--- config.mk ---
export PLATFORM = sky130hd
export DESIGN_NAME = nic_fifo
export DESIGN_NICKNAME = d
export VERILOG_FILES = /design/src/rtl/nic_fifo.sv
export SDC_FILE = /design/constraint.sdc
export NUM_CORES = 1
export LEC_CHECK = 0
export CAP_MARGIN = 0
export CORE_ASPECT_RATIO = 2
export CORE_UTILIZATION = 33
export DETAILED_ROUTE_END_ITERATION = 7
export PLACE_DENSITY = 0.65
export SLEW_MARGIN = 20
export SYNTH_ARGS = -nofsm -noshare
export SYNTH_HDL_FRONTEND = slang
export SYNTH_SLANG_ARGS = --single-unit
export TNS_END_PERCENT = 5
--- constraint.sdc ---
create_clock -name clk -period 9.37 [get_ports clk]
set_clock_uncertainty 0.2 [all_clocks]
set_input_delay 1.4055 -clock clk [delete_from_list [all_inputs] [get_ports clk]]
set_output_delay 1.4055 -clock clk [all_outputs]
set_load 0.02 [all_outputs]
--- src/rtl/nic_fifo.sv ---
// nic_fifo: network interface between a processing element and its router
// port, with an input FIFO (router -> PE) and an output FIFO (PE -> router).
// PE register map: 00 input data, 01 input status, 10 output data,
// 11 output status.
// Optional feature macro: NIC_STATUS_CNT_EN adds FIFO occupancy counts to the
// status words (bits [clog2(DEPTH)+1:1]); without it only bit 0 is returned.
module nic_fifo #(
  parameter int DATA_W    = 64,
  parameter int IN_DEPTH  = 4,
  parameter int OUT_DEPTH = 4
) (
  input  logic              clk,
  input  logic              reset,
  input  logic              nicEn,
  input  logic              nicWrEn,
  input  logic [1:0]        addr,
  input  logic [DATA_W-1:0] d_in,
  output logic [DATA_W-1:0] d_out,
  input  logic [DATA_W-1:0] net_di,
  input  logic              net_si,
  output logic              net_ri,
  output logic [DATA_W-1:0] net_do,
  output logic              net_so,
  input  logic              net_ro,
  input  logic              net_polarity,
  output logic              in_status,
  output logic              out_status,
  output logic              buff_en
);

  localparam int IW = $clog2(IN_DEPTH);
  localparam int OW = $clog2(OUT_DEPTH);
  localparam logic [IW:0] IN_ONE  = 1;
  localparam logic [OW:0] OUT_ONE = 1;

  // Pointers carry one extra MSB so full and empty are distinguishable.
  logic [IW:0] in_wr_q, in_wr_d, in_rd_q, in_rd_d;
  logic [OW:0] out_wr_q, out_wr_d, out_rd_q, out_rd_d;

  logic [DATA_W-1:0] in_mem_q  [IN_DEPTH];
  logic [DATA_W-1:0] out_mem_q [OUT_DEPTH];

  logic in_empty, in_full, out_empty, out_full;
  logic in_push, in_pop, out_push, out_pop;
  logic [DATA_W-1:0] out_head;
  logic [DATA_W-1:0] in_word, out_word;

  // FIFO flags, router-side handshakes and PE-side accept strobes.
  always_comb begin
    in_empty  = (in_wr_q == in_rd_q);
    in_full   = (in_wr_q[IW] != in_rd_q[IW]) &&
                (in_wr_q[IW-1:0] == in_rd_q[IW-1:0]);
    out_empty = (out_wr_q == out_rd_q);
    out_full  = (out_wr_q[OW] != out_rd_q[OW]) &&
                (out_wr_q[OW-1:0] == out_rd_q[OW-1:0]);

    // Qualifying with the reset input keeps the router from pushing and the
    // PE from seeing strobes while the block is held in reset.
    net_ri    = reset && !in_full;
    in_status = !in_empty;
    in_push   = net_si && net_ri;
    in_pop    = reset && nicEn && !nicWrEn && (addr == 2'b00) && !in_empty;

    out_head   = out_mem_q[out_rd_q[OW-1:0]];
    out_status = out_full;
    net_do     = out_empty ? '0 : out_head;
    net_so     = !out_empty && net_ro && (out_head[DATA_W-1] != net_polarity);
    out_pop    = net_so;
    // A full output FIFO still accepts a write when a send frees a slot.
    buff_en    = reset && nicEn && nicWrEn && (addr == 2'b10) &&
                 (!out_full || net_so);
    out_push   = buff_en;
  end

  // Status words returned on addr 01 / 11.
  always_comb begin
    in_word     = '0;
    out_word    = '0;
    in_word[0]  = in_status;
    out_word[0] = out_status;
`ifdef NIC_STATUS_CNT_EN
    in_word[IW+1:1]  = in_wr_q - in_rd_q;
    out_word[OW+1:1] = out_wr_q - out_rd_q;
`endif
  end

  // PE read mux; reads of addr 10, idle cycles and reset all return zero.
  always_comb begin
    d_out = '0;
    if (reset && nicEn && !nicWrEn) begin
      case (addr)
        2'b00:   d_out = in_mem_q[in_rd_q[IW-1:0]];
        2'b01:   d_out = in_word;
        2'b11:   d_out = out_word;
        default: d_out = '0;
      endcase
    end
  end

  // Next pointer values; simultaneous push and pop keep occupancy unchanged.
  always_comb begin
    in_wr_d  = in_wr_q;
    in_rd_d  = in_rd_q;
    out_wr_d = out_wr_q;
    out_rd_d = out_rd_q;
    if (in_push)  in_wr_d  = in_wr_q + IN_ONE;
    if (in_pop)   in_rd_d  = in_rd_q + IN_ONE;
    if (out_push) out_wr_d = out_wr_q + OUT_ONE;
    if (out_pop)  out_rd_d = out_rd_q + OUT_ONE;
  end

  // Pointer registers; reset empties both FIFOs immediately.
  always_ff @(posedge clk or negedge reset) begin
    if (!reset) begin
      in_wr_q  <= '0;
      in_rd_q  <= '0;
      out_wr_q <= '0;
      out_rd_q <= '0;
    end else begin
      // NOTE: non-blocking assignments so every flop samples pre-edge values.
      in_wr_q  <= in_wr_d;
      in_rd_q  <= in_rd_d;
      out_wr_q <= out_wr_d;
      out_rd_q <= out_rd_d;
    end
  end

  // FIFO storage writes at the write pointer.
  // NOTE: storage is deliberately not reset; empty pointers make it invisible.
  always_ff @(posedge clk) begin
    if (in_push)  in_mem_q[in_wr_q[IW-1:0]]   <= net_di;
    if (out_push) out_mem_q[out_wr_q[OW-1:0]] <= d_in;
  end

endmodule

=== Yosys cells after proc, flatten, opt, wreduce, memory -nomap -nowiden ===
Memory sizes are Yosys's and may differ from the RTL's.
Index checks and enable logic that the tools add are counted.

* Add/subtract/negate cells: 4
* Equal/unequal tests: 10
* Multiplexer cells: 7
* Reductions and logical operators: 20

{| class="wikitable"
|+ Operators with widths
! cell !! number
|-
| $pmux W64 S3 || 1
|-
| $mux W64 || 2
|-
| $logic_and A1 B1 Y1 || 13
|-
| $add A3 B1 Y3 const B || 4
|-
| $eq A3 B3 Y1 || 2
|-
| $logic_not A1 Y1 || 5
|-
| $eq A2 B2 Y1 || 2
|-
| $eq A2 B2 Y1 const B || 2
|-
| $mux W1 || 4
|-
| $ne A1 B1 Y1 || 3
|-
| $eq A2 B1 Y1 const B || 1
|-
| $logic_not A2 Y1 || 1
|-
| $logic_or A1 B1 Y1 || 1
|}

* Register bits after elaboration: 12
* Bits in writable memories: 512
* Output and inout port bits: 133
* Logic and storage cells: 47
* Memories: 2

{| class="wikitable"
|+ Memory list
! name !! words !! width !! read ports !! clocked after memory_dff !! wr ports !! RTL line !! text
|-
| in_mem_q || 4 || 64 || 1 || 0 || 1 || 40 || <nowiki>logic [DATA_W-1:0] in_mem_q [IN_DEPTH];</nowiki>
|-
| out_mem_q || 4 || 64 || 1 || 0 || 1 || 41 || <nowiki>logic [DATA_W-1:0] out_mem_q [OUT_DEPTH];</nowiki>
|}

=== Logic depth before layout (Yosys ltp) ===
* Word-level depth: 8
* Mapped depth: 6
* Depth with buffers taken out: 5

=== Least setup slack after synthesis ===
Ideal clock, no wire load.

* Path type: input to output
* From: input port addr[1]
* To: output port d_out[10]
* Data arrival time: 2.649 ns
* Slack: 5.115 ns
* Stages on the path: 4
* Cell sequence: or4_1 -> clkbuf_1 -> clkbuf_1 -> nor2b_1

* Cells in the longest elaborated chain, start to end: 3
* Elaborated cells between the ends (all ways): 5
* Those cells by class: eq/ne: 2; mux: 2; reduce/logical: 1

{| class="wikitable"
|+ RTL lines
! what !! RTL line !! text
|-
| start, declared || 16 || <nowiki>input logic [1:0] addr,</nowiki>
|-
| $eq A2 B2 Y1, or another cell as far along || 91 || <nowiki>case (addr)</nowiki>
|-
| $pmux W64 S3 (*) || 91 ||
|-
| $mux W64 (*) || 90 || <nowiki>if (reset && nicEn && !nicWrEn) begin</nowiki>
|-
| end, declared || 18 || <nowiki>output logic [DATA_W-1:0] d_out,</nowiki>
|}

Mark *: on every way between the ends. The rest lies on a longest branch, timed or not.

=== Worst setup path in the final report ===
* From: input port reset
* To: output port d_out[20]

* Cells in the longest elaborated chain, start to end: 3

{| class="wikitable"
|+ RTL lines
! what !! RTL line !! text
|-
| start, declared || 13 || <nowiki>input logic reset,</nowiki>
|-
| $logic_and A1 B1 Y1 (2 in a row) || 90 ||
|-
| $mux W64 || 90 ||
|}

Every way passes these cells.

==> flow_summary.yaml <==
clock_tree:
  clkTransAtPathRegs_ns: 0.06
  clockRootBuffer: "clkbuf_16"
  cts_tree: "yes"
  cts_buffer_depth: 3
  clock_sinks: 524
  insertion_delay_ns: 0.57
  cts-hold-fix-buffers: 0
  cts_buffers: 46
  htreeDepth: 2
  post_cts_resized: 0
  cts_setup_buffers: 0
grt:
  grt_max_degree: 66
  antenna_found_initial: 4
  grt_pass1_wl_um: 63900
  gr-usage-all-layers_pct: 14.0
  grt_overflow: 0
  grt_pass1_vias: 10500
drt:
  post_drt_wl_per_cell_um: 21.4
  post-route-drc-count: 0
  vias: 9515
  vias_per_cell: 4.80
  ant_nets: 0
  wl_um: 42400
  drtPass1Iterations: 4
  drt_iter0_drc: 469
pwr:
  p_total_mw: 7.05
  p_leak_nw: 7.89
  p_sw_mw: 2.11
  vdd_drop_max_uv: 196
  powerDensity_nw_per_um2: 280
  power_frac_comb_pct: 31.7
  power_frac_seq_pct: 42.0
  power_frac_clock_pct: 26.3
  p_int_mw: 4.94
  p_sw_share_pct: 29.9
finish:
  layout_common_cells: "512 x edfxtp_1, 269 x clkdlybuf4s50_1, 128 x mux4_2"
  fin_cells: 1981
  area_delta_synth_final_pct: 25.7
  drive_above_1_share_pct: 18.8
  fin_area_um2: 25200
  final_common_cell: "edfxtp_1"
  nets: 1323
  fin_util_pct: 42.0
  antenna_cells: 0
worst_hold_path:
  hold_class: "reg -> reg"
placed_design:
  place_congestion: 0.688
  place_ws_ns: 3.46
  placed_area_um2: 23700
  numPortBuffers: 269
  hpwlAfterDp_um: 25900
  placed_cells: 1898
timing:
  min_period_ns: 5.84
  worst_slew_pin_slew_ns: 0.995
  timing.final.crit_share_pct: 62.3
  finalHoldViolCount: 0
  rsz0062_at_grt: "false"
  max_slew_margin_pct: 33.7
  maxSlewViolCount: 0
  fin_tns_setup_ns: 0
  setup_violations: 0
  whs_ns: 0.292
  fmax_mhz: 171
  fin_ws_ns: 3.53
critical_path:
  end_kind: "output pin"
  slowest_delay_ns: 0.85
  crit_fanout: 64
  cp_data_required_time_ns: 7.76
  arrival_ns: 4.23
  crit_type: "in -> out"
  path_cells: "clkdlybuf4s50_1 -> nand2_1 -> or4_2 -> buf_4 -> nor2b_1 -> clkdlybuf4s50_1"
  critical_path.startpoint_type: "input port"
  cpMostUsedCell: "clkdlybuf4s50_1"
  slowest_stage: "clkdlybuf4s50_1"
synthesis:
  yosys_warnings: 0
  synth_area_per_cell_um2: 22.6
  synth_top_area_share_pct: 76.7
  synth-seq-area-share_pct: 78.2
  yosysTopAreaCell: "edfxtp_1"
  ys_types: 30
  ys_ff_latch: 524
  asyncSetResetFlopFracSynth_pct: 2.29
  synth_area_leaders: "edfxtp_1 77%, mux4_2 14%, nor2b_1 4.0%, dfrtp_1 1.5%, ha_1 0.62%"
  synth_cells: 886
  synth.net_count: 1033
  synth_edf_count: 512
  synth_ff_type: "edfxtp_1"
  synth_area_um2: 20000
floorplan:
  rows: 127
  die_y_um: 351
  core_area_um2: 60100
  ios: 270
  fp.dieArea_um2: 61800
  start_util_pct: 33.4
  die_x_um: 176
status:
  status: "completed"
job:
  maxCapViolCount: 0
==> synth_stat cells (2+ instances only) <==
master,n
edfxtp_1,512
mux4_2,128
nor2b_1,127
buf_1,15
buf_2,14
clkbuf_1,13
dfrtp_1,12
ha_1,10
xor2_1,9
and3_1,8
inv_1,5
nand2_1,5
xnor2_1,5
nor3_1,4
mux2_1,3
nor2_1,2
==> worst max-delay path, delay by kind of cell <==
kind,cells,cell delay [ns]
buf+inv,3,1.80
simple gates,3,0.94
==> area by class of cell <==
| type | count | area [um2] |
|---|---|---|
| clock inverter | 28 | 255 |
| tap | 774 | 968 |
| timing repair buffer | 284 | 2860 |
| fill | 5250 | 34900 |
| clock buffer | 51 | 1190 |
| multi-input combinational | 314 | 4220 |
| inverter | 6 | 22.5 |
| sequential | 524 | 15700 |
==> registers in the layout (all words and copies together), names as in the netlist <==
name and flops:
in_mem_q 256, in_rd_q 3, in_wr_q 3, out_mem_q 256, out_rd_q 3, out_wr_q 3
==> power groups by stage <==
stage	sequential (mW)	combinational [mW]	clock [mW]
floorplan	2.86	1.48	0
global placement	3.01	2.27	0
detailed placement	3.02	2.27	0
CTS	2.97	2.29	1.92
global route	2.99	2.39	1.99
finish	2.96	2.23	1.86
==> worst paths after layout <==
kind / startpoint / end / slack, ns / cells past startpoint
min reg2reg: out_rd_q[2] / out_rd_q[2] / 0.29 / 1
max: reset / d_out[20] / 3.53 / 6
min: out_rd_q[2] / out_rd_q[2] / 0.29 / 1
max in group asynchronous: reset / out_rd_q[1] / 7.50 / 1
min in group asynchronous: reset / out_wr_q[1] / 1.01 / 1
max reg2reg: out_rd_q[0] / out_mem_q[3][34] / 5.53 / 5
==> kinds of logic (layout without fill, tap and decap cells) <==
logic type | count (synthesis) | count (layout) | share of synthesized area (%)
DFF | 524 | 524 | 78.2
and+or+nand+nor | 152 | 152 | 4.68
muxes | 131 | 131 | 14.6
buffers and inverters | 48 | 369 | 0.986
xor gates and xnor gates | 15 | 15 | 0.693
adders and majority gates | 10 | 10 | 0.624
AOI/OAI and AO/OA | 6 | 6 | 0.262
==> routing by layer <==
| layer | GRT usage [%] | share of wire [%] |
|---|---|---|
| met5 | 0 | 0.11 |
| met4 | 4.93 | 2.8 |
| met3 | 3.53 | 6.7 |
| met2 | 25.3 | 52 |
| met1 | 15.8 | 38 |
Note: power is estimated with default switching activity, not from simulation.
